--- config.mk ---
export PLATFORM = sky130hd
export DESIGN_NAME = tap_crossfader
export DESIGN_NICKNAME = d
export VERILOG_FILES = /design/src/rtl/tap_crossfader_pkg.sv /design/src/rtl/crossfade_mix.sv /design/src/rtl/tap_crossfader.sv
export SDC_FILE = /design/constraint.sdc
export NUM_CORES = 1
export LEC_CHECK = 0
export BUFFER_PORTS_ARGS = -buffer_cell sky130_fd_sc_hd__buf_2
export CORE_MARGIN = 4
export CORE_UTILIZATION = 45
export DETAILED_ROUTE_END_ITERATION = 16
export GPL_TIMING_DRIVEN = 0
export SETUP_SLACK_MARGIN = 0.3
export SLEW_MARGIN = 5
export SYNTH_ARGS = -nofsm -noshare
export SYNTH_HDL_FRONTEND = slang
export SYNTH_SLANG_ARGS = --single-unit
--- constraint.sdc ---
create_clock -name clk -period 8.74 [get_ports clk]
set_input_delay 0.874 -clock clk [delete_from_list [all_inputs] [get_ports clk]]
set_output_delay 0.874 -clock clk [all_outputs]
set_load 0.1 [all_outputs]
--- src/rtl/tap_crossfader_pkg.sv ---
// Shared types and helpers for the tap crossfader.
//   state_e  : FSM state encoding (IDLE / FADE).
//   map_sel  : folds every out-of-range select code onto the single mute code.
package tap_crossfader_pkg;

  typedef enum logic [0:0] {
    IDLE = 1'b0,
    FADE = 1'b1
  } state_e;

  // The mute code equals the tap count, so it is the first code with no tap behind it.
  function automatic logic [7:0] mute_code(input int unsigned ntaps);
    return 8'(ntaps);
  endfunction

  // Codes below the tap count pass through; every other code collapses to the mute code.
  function automatic logic [7:0] map_sel(input logic [7:0] code, input int unsigned ntaps);
    return (code < mute_code(ntaps)) ? code : mute_code(ntaps);
  endfunction

endpackage

--- src/rtl/crossfade_mix.sv ---
// Combinational linear blend of two unsigned samples.
//   a  : outgoing sample (weight N-k)
//   b  : incoming sample (weight k)
//   k  : blend step, 0..N where N = 2**FADE_LOG2
//   y  : (a*(N-k) + b*k) >> FADE_LOG2, truncated
module crossfade_mix #(
  parameter int unsigned WIDTH     = 8,
  parameter int unsigned FADE_LOG2 = 3
) (
  input  logic [WIDTH-1:0]   a,
  input  logic [WIDTH-1:0]   b,
  input  logic [FADE_LOG2:0] k,
  output logic [WIDTH-1:0]   y
);

  localparam int unsigned PW = WIDTH + FADE_LOG2 + 1;
  localparam logic [PW-1:0] N_P = PW'(1) << FADE_LOG2;

  logic [PW-1:0] wk;
  logic [PW-1:0] prod_a;
  logic [PW-1:0] prod_b;
  logic [PW-1:0] sum;

  always_comb begin
    wk     = PW'(k);
    prod_a = PW'(a) * (N_P - wk);
    prod_b = PW'(b) * wk;
    // Sum never exceeds (2**WIDTH-1)*N, so the shifted value always fits WIDTH bits.
    sum    = prod_a + prod_b;
    y      = WIDTH'(sum >> FADE_LOG2);
  end

endmodule

--- src/rtl/tap_crossfader.sv ---
// Tap selector with a linear crossfade on every change of the selected source.
//   clk       : clock, all state on rising edge
//   rst       : synchronous active-high reset
//   sample_en : sample strobe; output and fade advance only when high
//   taps      : packed tap outputs, tap k at [k*WIDTH +: WIDTH]
//   sel       : 8-bit select code; codes >= NTAPS mute (source value 0)
//   y         : registered output sample
//   busy      : high while a crossfade is in progress
module tap_crossfader
  import tap_crossfader_pkg::*;
#(
  parameter int unsigned WIDTH     = 8,
  parameter int unsigned NTAPS     = 4,
  parameter int unsigned FADE_LOG2 = 3
) (
  input  logic                   clk,
  input  logic                   rst,
  input  logic                   sample_en,
  input  logic [NTAPS*WIDTH-1:0] taps,
  input  logic [7:0]             sel,
  output logic [WIDTH-1:0]       y,
  output logic                   busy
);

  localparam logic [7:0]         MUTE_CODE = mute_code(NTAPS);
  localparam logic [FADE_LOG2:0] N_STEPS   = (FADE_LOG2+1)'(1) << FADE_LOG2;

  state_e                 state_q, state_d;
  logic [7:0]             cur_q, cur_d;
  logic [7:0]             nxt_q, nxt_d;
  logic [FADE_LOG2:0]     k_q, k_d;
  logic [WIDTH-1:0]       y_q, y_d;

  logic [WIDTH-1:0]       tap_arr [NTAPS];
  logic [WIDTH-1:0]       src_cur;
  logic [WIDTH-1:0]       src_nxt;
  logic [7:0]             sel_mapped;
  logic [FADE_LOG2:0]     k_step;
  logic [WIDTH-1:0]       mix_y;

  for (genvar i = 0; i < NTAPS; i++) begin : g_tap
    assign tap_arr[i] = taps[i*WIDTH +: WIDTH];
  end

  // Source lookup; the mute code matches no tap and so reads as 0.
  always_comb begin
    src_cur = '0;
    src_nxt = '0;
    for (int i = 0; i < NTAPS; i++) begin
      if (cur_q == 8'(i)) src_cur = tap_arr[i];
      if (nxt_q == 8'(i)) src_nxt = tap_arr[i];
    end
  end

  assign sel_mapped = map_sel(sel, NTAPS);
  assign k_step     = k_q + 1'b1;

  crossfade_mix #(
    .WIDTH     (WIDTH),
    .FADE_LOG2 (FADE_LOG2)
  ) u_mix (
    .a (src_cur),
    .b (src_nxt),
    .k (k_step),
    .y (mix_y)
  );

  // State register
  always_ff @(posedge clk) begin
    if (rst) begin
      state_q <= IDLE;
      cur_q   <= '0;
      nxt_q   <= '0;
      k_q     <= '0;
      y_q     <= '0;
    end else begin
      state_q <= state_d;
      cur_q   <= cur_d;
      nxt_q   <= nxt_d;
      k_q     <= k_d;
      y_q     <= y_d;
    end
  end

  // Next-state logic
  always_comb begin
    state_d = state_q;
    cur_d   = cur_q;
    nxt_d   = nxt_q;
    k_d     = k_q;
    y_d     = y_q;
    unique case (state_q)
      IDLE: begin
        if (sample_en) y_d = src_cur;
        // Fade entry does not wait for the strobe; only the steps do.
        if (sel_mapped != cur_q) begin
          nxt_d   = sel_mapped;
          k_d     = '0;
          state_d = FADE;
        end
      end
      FADE: begin
        // sel is ignored here; it is re-compared once back in IDLE.
        if (sample_en) begin
          y_d = mix_y;
          k_d = k_step;
          if (k_step == N_STEPS) begin
            cur_d   = nxt_q;
            state_d = IDLE;
          end
        end
      end
      default: state_d = IDLE;
    endcase
  end

  // Outputs
  always_comb begin
    y    = y_q;
    busy = (state_q == FADE);
  end

  // MUTE_CODE is the value nxt/cur hold for a muted source.
  logic unused_mute;
  assign unused_mute = ^MUTE_CODE;

endmodule

== Word level (Yosys, flattened, before mapping) ==
Cells that the tools add are included.
Word-level totals
  register bits after elaboration: 29
  bits in latches: 0
  memory bits (writable): 0
  memory bits (read-only): 0
  memories: 0
Operators by class
  add/sub/neg operators: 3
  multipliers: 2
  divide/modulo/power cells: 0
  magnitude comparators: 1
  eq/ne operators: 11
  shift operators: 0
  mux-type cells: 19
  bitwise operators: 1
  reduce and logical (&&, ||, !) cells: 6
Operator list (number)
  2-to-1 mux 8 bit: 11
  equality test 8 x 2 -> 1 bit, second input constant: 4
  equality test 8 x 1 -> 1 bit, second input constant: 2
  logical NOT 8 bit: 2
  case mux 8 bit (2 select lines): 1
  multiplier 8 x 12 -> 11 bit: 1
  adder 11 bit: 1
  multiplier 8 x 4 -> 11 bit: 1
  < comparator 8 x 3 -> 1 bit, second input constant: 1
  2-to-1 mux 4 bit: 2
  inequality test 8 bit: 1
  case mux 4 bit (2 select lines): 1
  inequality test 2 bit, second input constant: 3
  AND reduction 2 bit: 3
  subtractor 4 x 4 -> 5 bit, first input constant: 1
  adder 4 x 1 -> 4 bit, second input constant: 1
  equality test 4 bit, second input constant: 1
  2-to-1 mux 1 bit: 3
  AND reduction 3 bit: 1
  case mux 1 bit (2 select lines): 1
  inverter 1 bit: 1

== Longest topological paths before layout ==
  depth in word-level cells: 9
  gate-level depth with buffers: 24
  depth with buffers taken out: 23

== Modules after synthesis ==
Synthesis repeated with hierarchy kept, for this count alone.
Unflattened totals
  cells, all modules: 442
  area, all modules: 4117.7 µm²
By module, submodules not included
  crossfade_mix: instances 1, cells an instance 240, area each 2135.8 µm², seq. area each 0.0 µm²
  tap_crossfader: instances 1, cells an instance 202, area each 1981.9 µm², seq. area each 580.6 µm²

== Worst setup path after synthesis ==
Ideal clock, no wire load.
  path type: input to register
  start: input port taps[25]
  end: register y_q[7] (netlist: y[7])
  library setup time: 0.088 ns
  arrival time: 5.966 ns
  setup slack: 2.686 ns
  stages: 18
  path buffers: 0
  path through: mux4_2 > nand2_1 > or2_2 > fa_1 > fa_1 > fa_1 > fa_1 > inv_1 > fa_1 > inv_1 > fa_1 > nor2b_1 > o21ai_1 > a21o_1 > a31o_1 > or4_1 > a21o_1 > a311oi_2
Between the ends
  longest elaborated chain between the ends: 5
RTL lines
  from (decl): RTL line tap_crossfader.sv:19  | input logic [NTAPS*WIDTH-1:0] taps,
  2-to-1 mux 8 bit, on equally long branches: RTL line tap_crossfader.sv:50, tap_crossfader.sv:51
  multiplier 8 x 12 -> 11 bit or multiplier 8 x 4 -> 11 bit (tied branches): RTL line crossfade_mix.sv:26, crossfade_mix.sv:27
  adder 11 bit (*): RTL line crossfade_mix.sv:29  | sum = prod_a + prod_b;
  2-to-1 mux 8 bit (*): RTL line tap_crossfader.sv:104  | if (sample_en) begin
  case mux 8 bit (2 select lines) (*): RTL line tap_crossfader.sv:92  | unique case (state_q)
  to (signal assigned): RTL line tap_crossfader.sv:81  | y_q <= y_d;
  to (decl): RTL line tap_crossfader.sv:32  | logic [WIDTH-1:0] y_q, y_d;
Every way passes the cells marked *; elsewhere a longest branch is shown, timed or not. The select of a mux whose other input is x is not followed.
A chain may end at the register's enable or synchronous reset.

== Worst setup path after layout ==
  start: register k_q[1]
  end: register y_q[7] (netlist: y[7])
Between the ends
  longest elaborated chain between the ends: 6
RTL lines
  from (decl): RTL line tap_crossfader.sv:31  | logic [FADE_LOG2:0] k_q, k_d;
  from (signal assigned): RTL line tap_crossfader.sv:80  | k_q <= k_d;
  adder 4 x 1 -> 4 bit (*): RTL line tap_crossfader.sv:56  | assign k_step = k_q + 1'b1;
  subtractor 4 x 4 -> 5 bit: RTL line crossfade_mix.sv:26  | prod_a = PW'(a) * (N_P - wk);
  multiplier 8 x 12 -> 11 bit: RTL line crossfade_mix.sv:26
  adder 11 bit (*): RTL line crossfade_mix.sv:29
  2-to-1 mux 8 bit (*): RTL line tap_crossfader.sv:104
  case mux 8 bit (2 select lines) (*): RTL line tap_crossfader.sv:92
Marked as above.

==> results.yml <==
routing:
  drc_errors: 0
  vias: 3389
  via_per_inst: 5.37
  drtIter0Drc: 210
  finalWirelength_um: 10200
  avgRoutedWirePerCell_um: 16.1
  drtPass1Iterations: 4
  postRouteAntennaNets: 0
job:
  cap_violations: 0
sta:
  hold_viol_final: 0
  slew_headroom_pct: 40.3
  rsz0062_at_grt: "false"
  fmax_mhz: 154
  fin_crit_sh_pct: 74.2
  finalMaxSlewViolations: 0
  tightest_slew_ns: 0.893
  finalSetupViolations: 0
  finalCriticalPeriod_ns: 6.48
  fin_setup_tns_ns: 0
  skew_ns: 0.00514
worst_setup_path:
  rr_endpoint: "y[7]"
  crit_required_ns: 8.94
  ff2ff_setup_slack_ns: 2.26
  setup.worst_path.class: "flop to flop"
  endpoint: "y[7]"
  rr_worst_depth: 22
  startpoint: "k_q[1]"
  end_kind: "flop"
  r2r-start: "k_q[1]"
  cp-start-kind: "flop"
  worstPathMaxFanout: 10
  cp.arrival_ns: 6.68
floorplanning:
  start_util_pct: 47.1
  core.rowCount: 34
  die_x_um: 104
  die_area_um2: 10900
  fp.coreArea_um2: 8850
  pin_count: 52
  die_y_um: 104
grt:
  grt_antenna_before_repair: 0
  grt_pass1_vias: 3645
  overflow: 0
  met1_usage_pct: 27.7
  grtUsageMet2_pct: 32.4
  busiest_layer: "met2"
  grtUsageTotal_pct: 19.7
  grt_max_degree: 11
  grt_pass1_wl_um: 17400
  use_met3_pct: 2.42
finish:
  area_delta_synth_final_pct: 11.3
  nets: 645
  fillers: 860
  drive_above_1_share_pct: 21.2
  diodes: 0
  final_cells: 631
cts:
  htree_levels: 2
  path_clk_slew_ns: 0.07
  postCtsSetupBuffers: 0
  cts_tree: "done"
  clkSinkCount: 29
  cts_buffer_depth: 2
  numCtsBuffers: 5
  cts-root-buf: "clkbuf_8"
  clk_latency_ns: 0.28
  cts_hold_buf: 0
  post_cts_resized: 0
outcome:
  status: "finished clean"
synth:
  async_reset_ff_share_pct: 0
  avgSynthCellArea_um2: 8.95
  synth-edff-count: 0
  ys_seq_elements: 29
  synth_cell_types: 53
  syn_nets: 588
  yosys_warnings: 0
  synthFlopType: "dfxtp_1"
  syn_area_um2: 4160
  syn_inst: 465
  ys_seq_area_share_pct: 13.9
place:
  place.gp.congestion: 0.871
  dp_cells: 623
  dp_hpwl_um: 8780
  io_buffer_count: 50
min_path:
  hp-class: "flop to flop"
pwr:
  power_leakage_nw: 2.12
  ir_drop_mv: 0.0759
  powerDensity_nw_per_um2: 159
  power_w: 0.000739
stage by stage:
step,hold WS [ns],area (um^2),setup slack (ns),util [%]
5_1_grt,0.505,4640,1.95,52.4
3_3_place_gp,0.474,4550,2.26,51.4
3_5_place_dp,0.488,4550,2.22,51.4
2_1_floorplan,0.453,4160,2.69,-
4_1_cts,0.498,4640,2.23,52.4
6_report,0.496,4640,2.26,52.4
critical path, cell delays in order (launching register included):
cell	delay (ns)
dfxtp_1	0.44
ha_1	0.35
or3b_1	0.38
a21oi_1	0.13
o21ai_1	0.08
xor2_1	0.16
buf_2	0.19
or2_2	0.32
fa_1	0.47
fa_1	0.52
inv_1	0.05
fa_1	0.47
fa_1	0.54
inv_1	0.05
fa_1	0.53
inv_1	0.06
ha_1	0.36
nand2_1	0.08
a21o_1	0.19
a31o_1	0.21
or4_1	0.40
a21o_1	0.18
a311oi_2	0.22
logic make-up (layout without fill, tap and decap cells):
group	after synthesis	in the layout	share of synthesized area, %
AO/OA/AOI/OAI	52	52	8.02
XOR/XNOR	22	22	4.96
adder cells (fa/ha/maj)	80	80	33.6
buffers and inverters	93	151	9.80
flip-flops	29	29	13.9
multiplexers	26	26	11.1
AND/OR/NAND/NOR	163	163	18.6
how the worst min path moves through the flow:
| stage | from | to | slack (ns) | cells after the start |
|---|---|---|---|---|
| finish | nxt_q[5] | nxt_q[5] | 0.50 | 1 |
| global route | nxt_q[7] | nxt_q[7] | 0.50 | 1 |
| CTS | nxt_q[5] | nxt_q[5] | 0.50 | 1 |
| detailed placement | nxt_q[7] | nxt_q[7] | 0.49 | 1 |
| global placement | nxt_q[5] | nxt_q[5] | 0.47 | 1 |
| floorplan | nxt_q[7] | nxt_q[7] | 0.45 | 1 |
cell usage in the layout, fill, tap and decap left out, types with 2 or more instances in the layout:
cell / n
a211oi_1: 4
a21o_1: 3
a21oi_1: 16
a22oi_1: 2
a311oi_1: 2
a31oi_1: 3
and2_1: 6
buf_2: 54
clkbuf_1: 5
clkbuf_2: 2
clkbuf_8: 9
clkinv_2: 2
dfxtp_1: 29
fa_1: 53
ha_1: 27
inv_1: 75
mux2i_1: 9
mux4_2: 16
nand2_1: 26
nand2_2: 2
nand3_1: 8
nand4_1: 4
nor2_1: 76
nor2b_1: 3
nor3_1: 8
nor4_1: 3
o211ai_1: 3
o21ai_0: 7
o21ai_1: 5
or2_2: 16
or4_1: 2
xnor2_1: 13
xor2_1: 8
registers in the layout, summed over array words and instances (netlist names):
| name | count |
|---|---|
| cur_q | 8 |
| nxt_q | 8 |
| y | 8 |
| k_q | 4 |
| busy | 1 |
power by group:
part	total, W	leakage (nW)	switching (W)	internal, W
Clock	0.000109	0.0439	0.0000545	0.0000548
Combinational	0.000485	1.84	0.000299	0.000186
Sequential	0.000145	0.236	0.00000419	0.000141
synth_stat cells, types with 6 or more instances:
master   instances  area, um^2
fa_1            53        1060
nor3_1           8        40.0
mux4_2          16         360
nand3_1          8        40.0
a21oi_1         16        80.1
inv_1           75         282
nand2_1         26        97.6
xnor2_1         13         114
and2_1           6        37.5
o21ai_0          7        35.0
xor2_1           8        70.1
ha_1            27         338
mux2i_1          9        90.1
dfxtp_1         29         581
nor2_1          76         285
or2_2           16         100
routing by layer:
metal  share of wire, %  routed length (um)
met5                  0                   0
met2                 46                4690
met3                6.5                 666
met1                 46                4670
met4                1.5                 150
cell type report:
class	count	area, um^2	area share [%]
clock inverter	3	17.5	0.378
tap	108	135	2.91
sequential	29	581	12.5
clock buffer	5	68.8	1.48
timing repair buffer	50	250	5.40
multi-input combinational	343	3180	68.5
inverter	76	285	6.15
buffer	17	123	2.65
Note: power is estimated with default switching activity, not from simulation.
